`src/rtl/pwm_pkg.sv`:
```
// Shared types for the line-synchronous PWM generator.
package pwm_pkg;
  localparam int PWM_W = 8;
  typedef logic [PWM_W-1:0] pwm_word_t;
endpackage

```
`src/rtl/global_counter.sv`:
```
// Free-running wrapping time-base counter with a synchronous clear.
module global_counter
  import pwm_pkg::*;
#(
  parameter int WIDTH = PWM_W
) (
  input  logic             clk,
  input  logic             rst,
  input  logic             clr,
  output logic [WIDTH-1:0] count
);

  logic [WIDTH-1:0] count_q, count_d;

  always_comb begin
    count_d = clr ? '0 : count_q + WIDTH'(1);
  end

  always_ff @(posedge clk or negedge rst) begin
    if (!rst) count_q <= '0;
    else      count_q <= count_d;
  end

  assign count = count_q;

endmodule

```
`src/rtl/pwm_block.sv`:
```
// Line-synchronous PWM: each hsync rise restarts the time base, latches the
// duty value and drives one pulse of `duty` cycles while hsync stays high.
module pwm_block
  import pwm_pkg::*;
#(
  parameter int WIDTH = PWM_W
) (
  input  logic             clk,
  input  logic             rst,
  input  logic             hsync,
  input  logic [WIDTH-1:0] data,
  output logic [WIDTH-1:0] count,
  output logic             out
);

  logic             hsync_d_q;
  logic [WIDTH-1:0] duty_q, duty_d;
  logic             active_q, active_d;
  logic             out_q, out_d;
  logic [WIDTH-1:0] cnt_d;
  logic             line_start;
  logic             wrap;

  assign line_start = hsync & ~hsync_d_q;
  assign wrap       = (count == '1);

  global_counter #(.WIDTH(WIDTH)) u_cnt (
    .clk  (clk),
    .rst  (rst),
    .clr  (line_start),
    .count(count)
  );

  // out is computed from the values loaded on this same edge, so the pulse
  // starts on the line-start edge itself and ends when count reaches duty.
  always_comb begin
    cnt_d  = line_start ? '0 : count + WIDTH'(1);
    duty_d = line_start ? data : duty_q;
    if (line_start)         active_d = 1'b1;
    else if (wrap || !hsync) active_d = 1'b0;
    else                    active_d = active_q;
    out_d  = hsync && (cnt_d < duty_d) && active_d;
  end

  always_ff @(posedge clk or negedge rst) begin
    if (!rst) begin
      hsync_d_q <= 1'b0;
      duty_q    <= '0;
      active_q  <= 1'b0;
      out_q     <= 1'b0;
    end else begin
      hsync_d_q <= hsync;
      duty_q    <= duty_d;
      active_q  <= active_d;
      out_q     <= out_d;
    end
  end

  assign out = out_q;

endmodule

```
`config.mk`:
```
export PLATFORM = sky130hd
export DESIGN_NAME = pwm_block
export DESIGN_NICKNAME = d
export VERILOG_FILES = /design/src/rtl/pwm_pkg.sv /design/src/rtl/global_counter.sv /design/src/rtl/pwm_block.sv
export SDC_FILE = /design/constraint.sdc
export NUM_CORES = 1
export LEC_CHECK = 0
export ABC_AREA = 1
export CAP_MARGIN = 20
export CELL_PAD_IN_SITES_DETAIL_PLACEMENT = 0
export CELL_PAD_IN_SITES_GLOBAL_PLACEMENT = 1
export CORE_UTILIZATION = 35
export CTS_CLUSTER_DIAMETER = 100
export CTS_CLUSTER_SIZE = 16
export DETAILED_ROUTE_END_ITERATION = 10
export GPL_TIMING_DRIVEN = 1
export HOLD_SLACK_MARGIN = 0.05
export PLACE_DENSITY_LB_ADDON = 0.1
export SYNTH_ARGS = -nofsm -noshare
export SYNTH_HDL_FRONTEND = slang
export SYNTH_HIERARCHICAL = 1
export SYNTH_SLANG_ARGS = --single-unit
```
`constraint.sdc`:
```
create_clock -name clk -period 2.1 [get_ports clk]
set_clock_uncertainty 0.2 [all_clocks]
set_input_delay 0.525 -clock clk [delete_from_list [all_inputs] [get_ports clk]]
set_output_delay 0.525 -clock clk [all_outputs]
set_load 0.005 [all_outputs]
```
Word level (Yosys, flattened, before mapping)

Cells that the tools add are included.

Logic and storage cells: 18
Input port bits: 11
Register bits after elaboration: 19
Output and inout bits: 9

Reductions and logical operators: 4
Add/sub/neg operators: 1
Bitwise logic cells: 2
Equality and inequality tests: 1
Magnitude comparators: 1
Muxes and demuxes: 4

Operators with widths:

| kind                | count |
|---|---|
| $mux 8              | 2 |
| $add 8x1->8 const B | 1 |
| $eq 8x8->1 const B  | 1 |
| $lt 8x8->1          | 1 |
| $logic_and 1x1->1   | 2 |
| $mux 1              | 2 |
| $and 1x1->1         | 1 |
| $logic_not 1->1     | 1 |
| $logic_or 1x1->1    | 1 |
| $not 1->1           | 1 |

Logic depth before layout (Yosys ltp)

Word-level depth: 6
Mapped depth: 14
Gate-level depth less buffers: 14

By module

Netlist, hierarchy kept.

By module, submodules not included:

| module         | seq. area each (µm²) | area each (µm²) | instances | cells an instance |
|---|---|---|---|---|
| pwm_block      | 275.3                | 813.3           | 1         | 103 |
| global_counter | 200.2                | 376.6           | 1         | 44 |

Least setup slack after synthesis

Ideal clock, no wire load.

Path type: register to register
From: register u_cnt.count_q[0] (netlist: u_cnt/count[0])
To: register out_q (netlist: out)
Clock period less this slack: 2.092 ns
Path slack: 0.008 ns
Arrival time: 1.819 ns
Required time: 1.827 ns
Stages on the path, launching flop included: 15
Cells stage by stage: dfrtp_1 -> ha_1 -> nand2_1 -> inv_2 -> nand2_1 -> nor2_1 -> nand3_1 -> nand2_1 -> nor2_1 -> ha_1 -> nand2_1 -> nor2_1 -> nor3_1 -> nand2_1 -> a21oi_2

Word-level cells in the longest chain between the ends: 5
Elaborated cells between the ends (all ways): 9

RTL lines:

| element                                     | RTL line                         | source |
|---|---|---|
| start: declaration                          | global_counter.sv:13             | `logic [WIDTH-1:0] count_q, count_d;` |
| start signal: assignment                    | global_counter.sv:21             | `else count_q <= count_d;` |
| $add 8x1->8 or $eq 8x8->1 (tied branches)   | pwm_block.sv:37, pwm_block.sv:25 |  |
| $mux 8 or $logic_or 1x1->1 (tied branches)  | pwm_block.sv:37, pwm_block.sv:40 |  |
| $lt 8x8->1 or $mux 1 (tied branches)        | pwm_block.sv:42, pwm_block.sv:40 |  |
| $logic_and 1x1->1 or $mux 1 (tied branches) | pwm_block.sv:42, pwm_block.sv:39 |  |
| $logic_and 1x1->1 (*)                       | pwm_block.sv:42                  | `out_d = hsync && (cnt_d < duty_d) && active_d;` |
| via out_d                                   | pwm_block.sv:19                  | `logic out_q, out_d;` |
| end signal: assignment                      | pwm_block.sv:55                  | `out_q <= out_d;` |
| end: declaration                            | pwm_block.sv:19                  |  |

The timed path passes the listed nets; every way through them passes the cells marked *.

Worst setup path in the final report

From: register u_cnt.count_q[2] (netlist: u_cnt/count[2])
To: register out_q (netlist: out)

The elaborated chain is that of the path after synthesis.

==> reports/metrics.yaml <==
final_layout:
  drive_above_1_share: 0.3298
  regArea_sq_um: 478.0
  stdcell_count: 235
  multi_input_area_sq_um: 630.6
  syn_to_final_growth_pct: 38.80
  nNetsFinal: 212
  fin_area_sq_um: 1652
  insertedDiodeCount: 0
  final.fill_count: 308
clocking:
  cts-root-buf: "clkbuf_4"
  cts_buffer_depth: 2
  cts.sink_count: 19
  clock_latency_ns: 0.29
  cts_tree: "done"
  numCtsBuffers: 3
  holdBufCountCts: 0
  htree_levels: 1
  cts.reportedPaths.clkPinSlew_ns: 0.11
synth:
  yosysUniqueCellTypes: 23
  ys_seq_area_frac: 0.3996
  synth_area_leaders: "dfrtp_1, ha_1, nand2_1, nor2_1, o21ai_2"
  syn-num-nets: 167
  synth_top_area_share: 0.3996
  synth.most_common_cell: "nand2_1"
  synth_ff_type: "dfrtp_1"
  yosysTopAreaCell: "dfrtp_1"
  yosysWarnings: 6
  syn-cell-area_sq_um: 1190
  synth-edff-count: 0
  synth-async-reset-ratio: 1.000
  synth_common_cells: "nand2_1, dfrtp_1, nor2_1, inv_1"
  synthCells: 147
  avgSynthCellArea_sq_um: 8.094
  ys_ff_latch: 19
setup_path:
  path_delay_family: "simple AND/OR/NAND/NOR gates"
  cp.arrival_ns: 2.12
  worstSetupPathType: "flop to flop"
  crit_chain: "buf_4, buf_4, nand2_1, inv_2, nand2_1, nor2_2, a21oi_1, nor2_1, ha_1, nand2_1, nor2_1, nor3_1, nand2_1, a21oi_2"
  reg2reg_depth: 14
  cpPeakStageDelay_ns: 0.40
  crit_top_cell: "nand2_1"
  crit_path_end_kind: "flop"
  slowest_stage: "dfrtp_1"
  reg2reg_slack_ns: 0.02
  cp_num_cells: 14
  crit_end: "out"
  required_ns: 2.14
  r2r-start: "u_cnt/count[2]"
  cp-start-kind: "flop"
  critPathBufInv: 3
  startpoint: "u_cnt/count[2]"
  r2r_end: "out"
  path_max_fanout: 2
drt:
  post_drt_wl_per_cell_um: 10.65
  dr.pass1.iters: 4
  postRouteAntennaNets: 0
  drc_errors: 0
  via_per_inst: 4.506
  via_count: 1059
  drt_iter0_drc: 14
  drt_wl_total_um: 2502
sta:
  period_share: 0.9923
  max_slew_margin: 0.8308
  worst_pin_slew_ns: 0.2538
  report.final.slew_viol_count: 0
  finalHoldViolCount: 0
  fmax_mhz: 479.9
  final.setup.tns_ns: 0
  setup_viol: 0
  rsz0062_at_grt: "true"
  min_period_ns: 2.084
global_route:
  grt_pass1_vias: 1048
  grt_pass1_wl_um: 4402
  grt_max_degree: 20
  grt_usage: 0.1659
  antenna_found_initial: 0
  overflow: 0
floorplanning:
  core_area_sq_um: 3128
  start_util: 0.3804
  rows: 20
  dieHeight_um: 60.31
  io_pins: 20
  dieArea_sq_um: 3637
  dieWidth_um: 60.31
placement:
  hpwl_um: 1968
  placed_area_sq_um: 1549
  dp.cells: 224
  place_congestion: 0.7339
  place.port_buffers: 19
job:
  max_cap_viol_count: 0
run_status:
  status: "completed"
min_path:
  worstHoldPathType: "flop to flop"
power:
  power.leakage_nw: 0.8055
  ir_drop_mv: 0.4538
  powerDensity_nw_per_um2: 670.9
  total_power_mw: 1.108
==> worst min path at each step <==
stage,start,endpoint,cells past startpoint
2_1_floorplan,rst,active_q,0
3_3_place_gp,duty_q[7],duty_q[7],2
3_5_place_dp,duty_q[7],duty_q[7],2
4_1_cts,duty_q[7],duty_q[7],2
5_1_grt,duty_q[7],duty_q[7],2
6_report,duty_q[7],duty_q[7],2
==> area by class of cell <==
class	count	share of cell area
tap	44	0.03333
inverter	23	0.05379
sequential	19	0.2894
clock buffer	4	0.01591
multi-input combinational	104	0.3818
timing repair buffer	41	0.2258
==> power breakdown <==
group          internal [mW]  switching [mW]  leakage [nW]  total [mW]
Clock                 0.0740           0.116        0.0150       0.190
Combinational          0.246           0.226         0.560       0.472
Sequential             0.416          0.0300         0.231       0.446
Total                  0.736           0.372         0.805        1.11
==> metal layers <==
layer / vias to the layer above / wire, um / share of wire / GRT usage
met5: - / 0 / 0 / 0
met2: 20 / 1203 / 0.48 / 0.2794
li1: 552 / - / - / -
met3: 7 / 74 / 0.030 / 0.01948
met1: 480 / 1172 / 0.47 / 0.2112
met4: 0 / 51 / 0.020 / 0.07641
==> registers in the layout, summed over array words and instances, names as in the netlist <==
register / flops
u_cnt/count: 8
out: 1
duty_q: 8
active_q: 1
hsync_d_q: 1
==> through the flow <==
stage	hold WS [ns]	setup WS, ns	utilization
3_3_place_gp	0.2705	-0.3670	0.4952
2_1_floorplan	0.02941	0.008134	-
4_1_cts	0.2981	0.009542	0.5076
5_1_grt	0.3136	-0.1714	0.5280
3_5_place_dp	0.2688	-0.3976	0.4952
6_report	0.2927	0.01613	0.5280
==> worst min-delay path, stage by stage (launching register included) <==
cell	delay [ns]
dfrtp_1	0.34
nand2_1	0.06
o21ai_2	0.07
==> placed cells by master, fill, tap and decap left out, drive strengths merged <==
cell and instances:
inv 23, dfrtp 19, ha 9, clkbuf 4, buf 22, o21ai 12
clkdlybuf4s50 17, nor2 24, a21oi 10, dlygate4sd2 1, dlymetal6s2s 1, o21bai 1
nor3 1, o21a 1, or2 6, nand3 7, nand4 1, nand2 32
==> kinds of logic (layout without fill, tap and decap cells) <==
group	after synthesis	after routing	share of synthesized area
AND/OR/NAND/NOR	71	71	0.2913
buffers and inverters	24	68	0.08413
flip-flops	19	19	0.3996
adder cells (fa/ha/maj)	9	9	0.09464
AO/OA/AOI/OAI	24	24	0.1304
==> what timing repair did <==
item,CTS,global route
buffers inserted,1,6
pin swaps,1,9
setup endpoints to repair,5,5
gates resized for setup,4,6
Note: power is estimated with default switching activity, not from simulation.
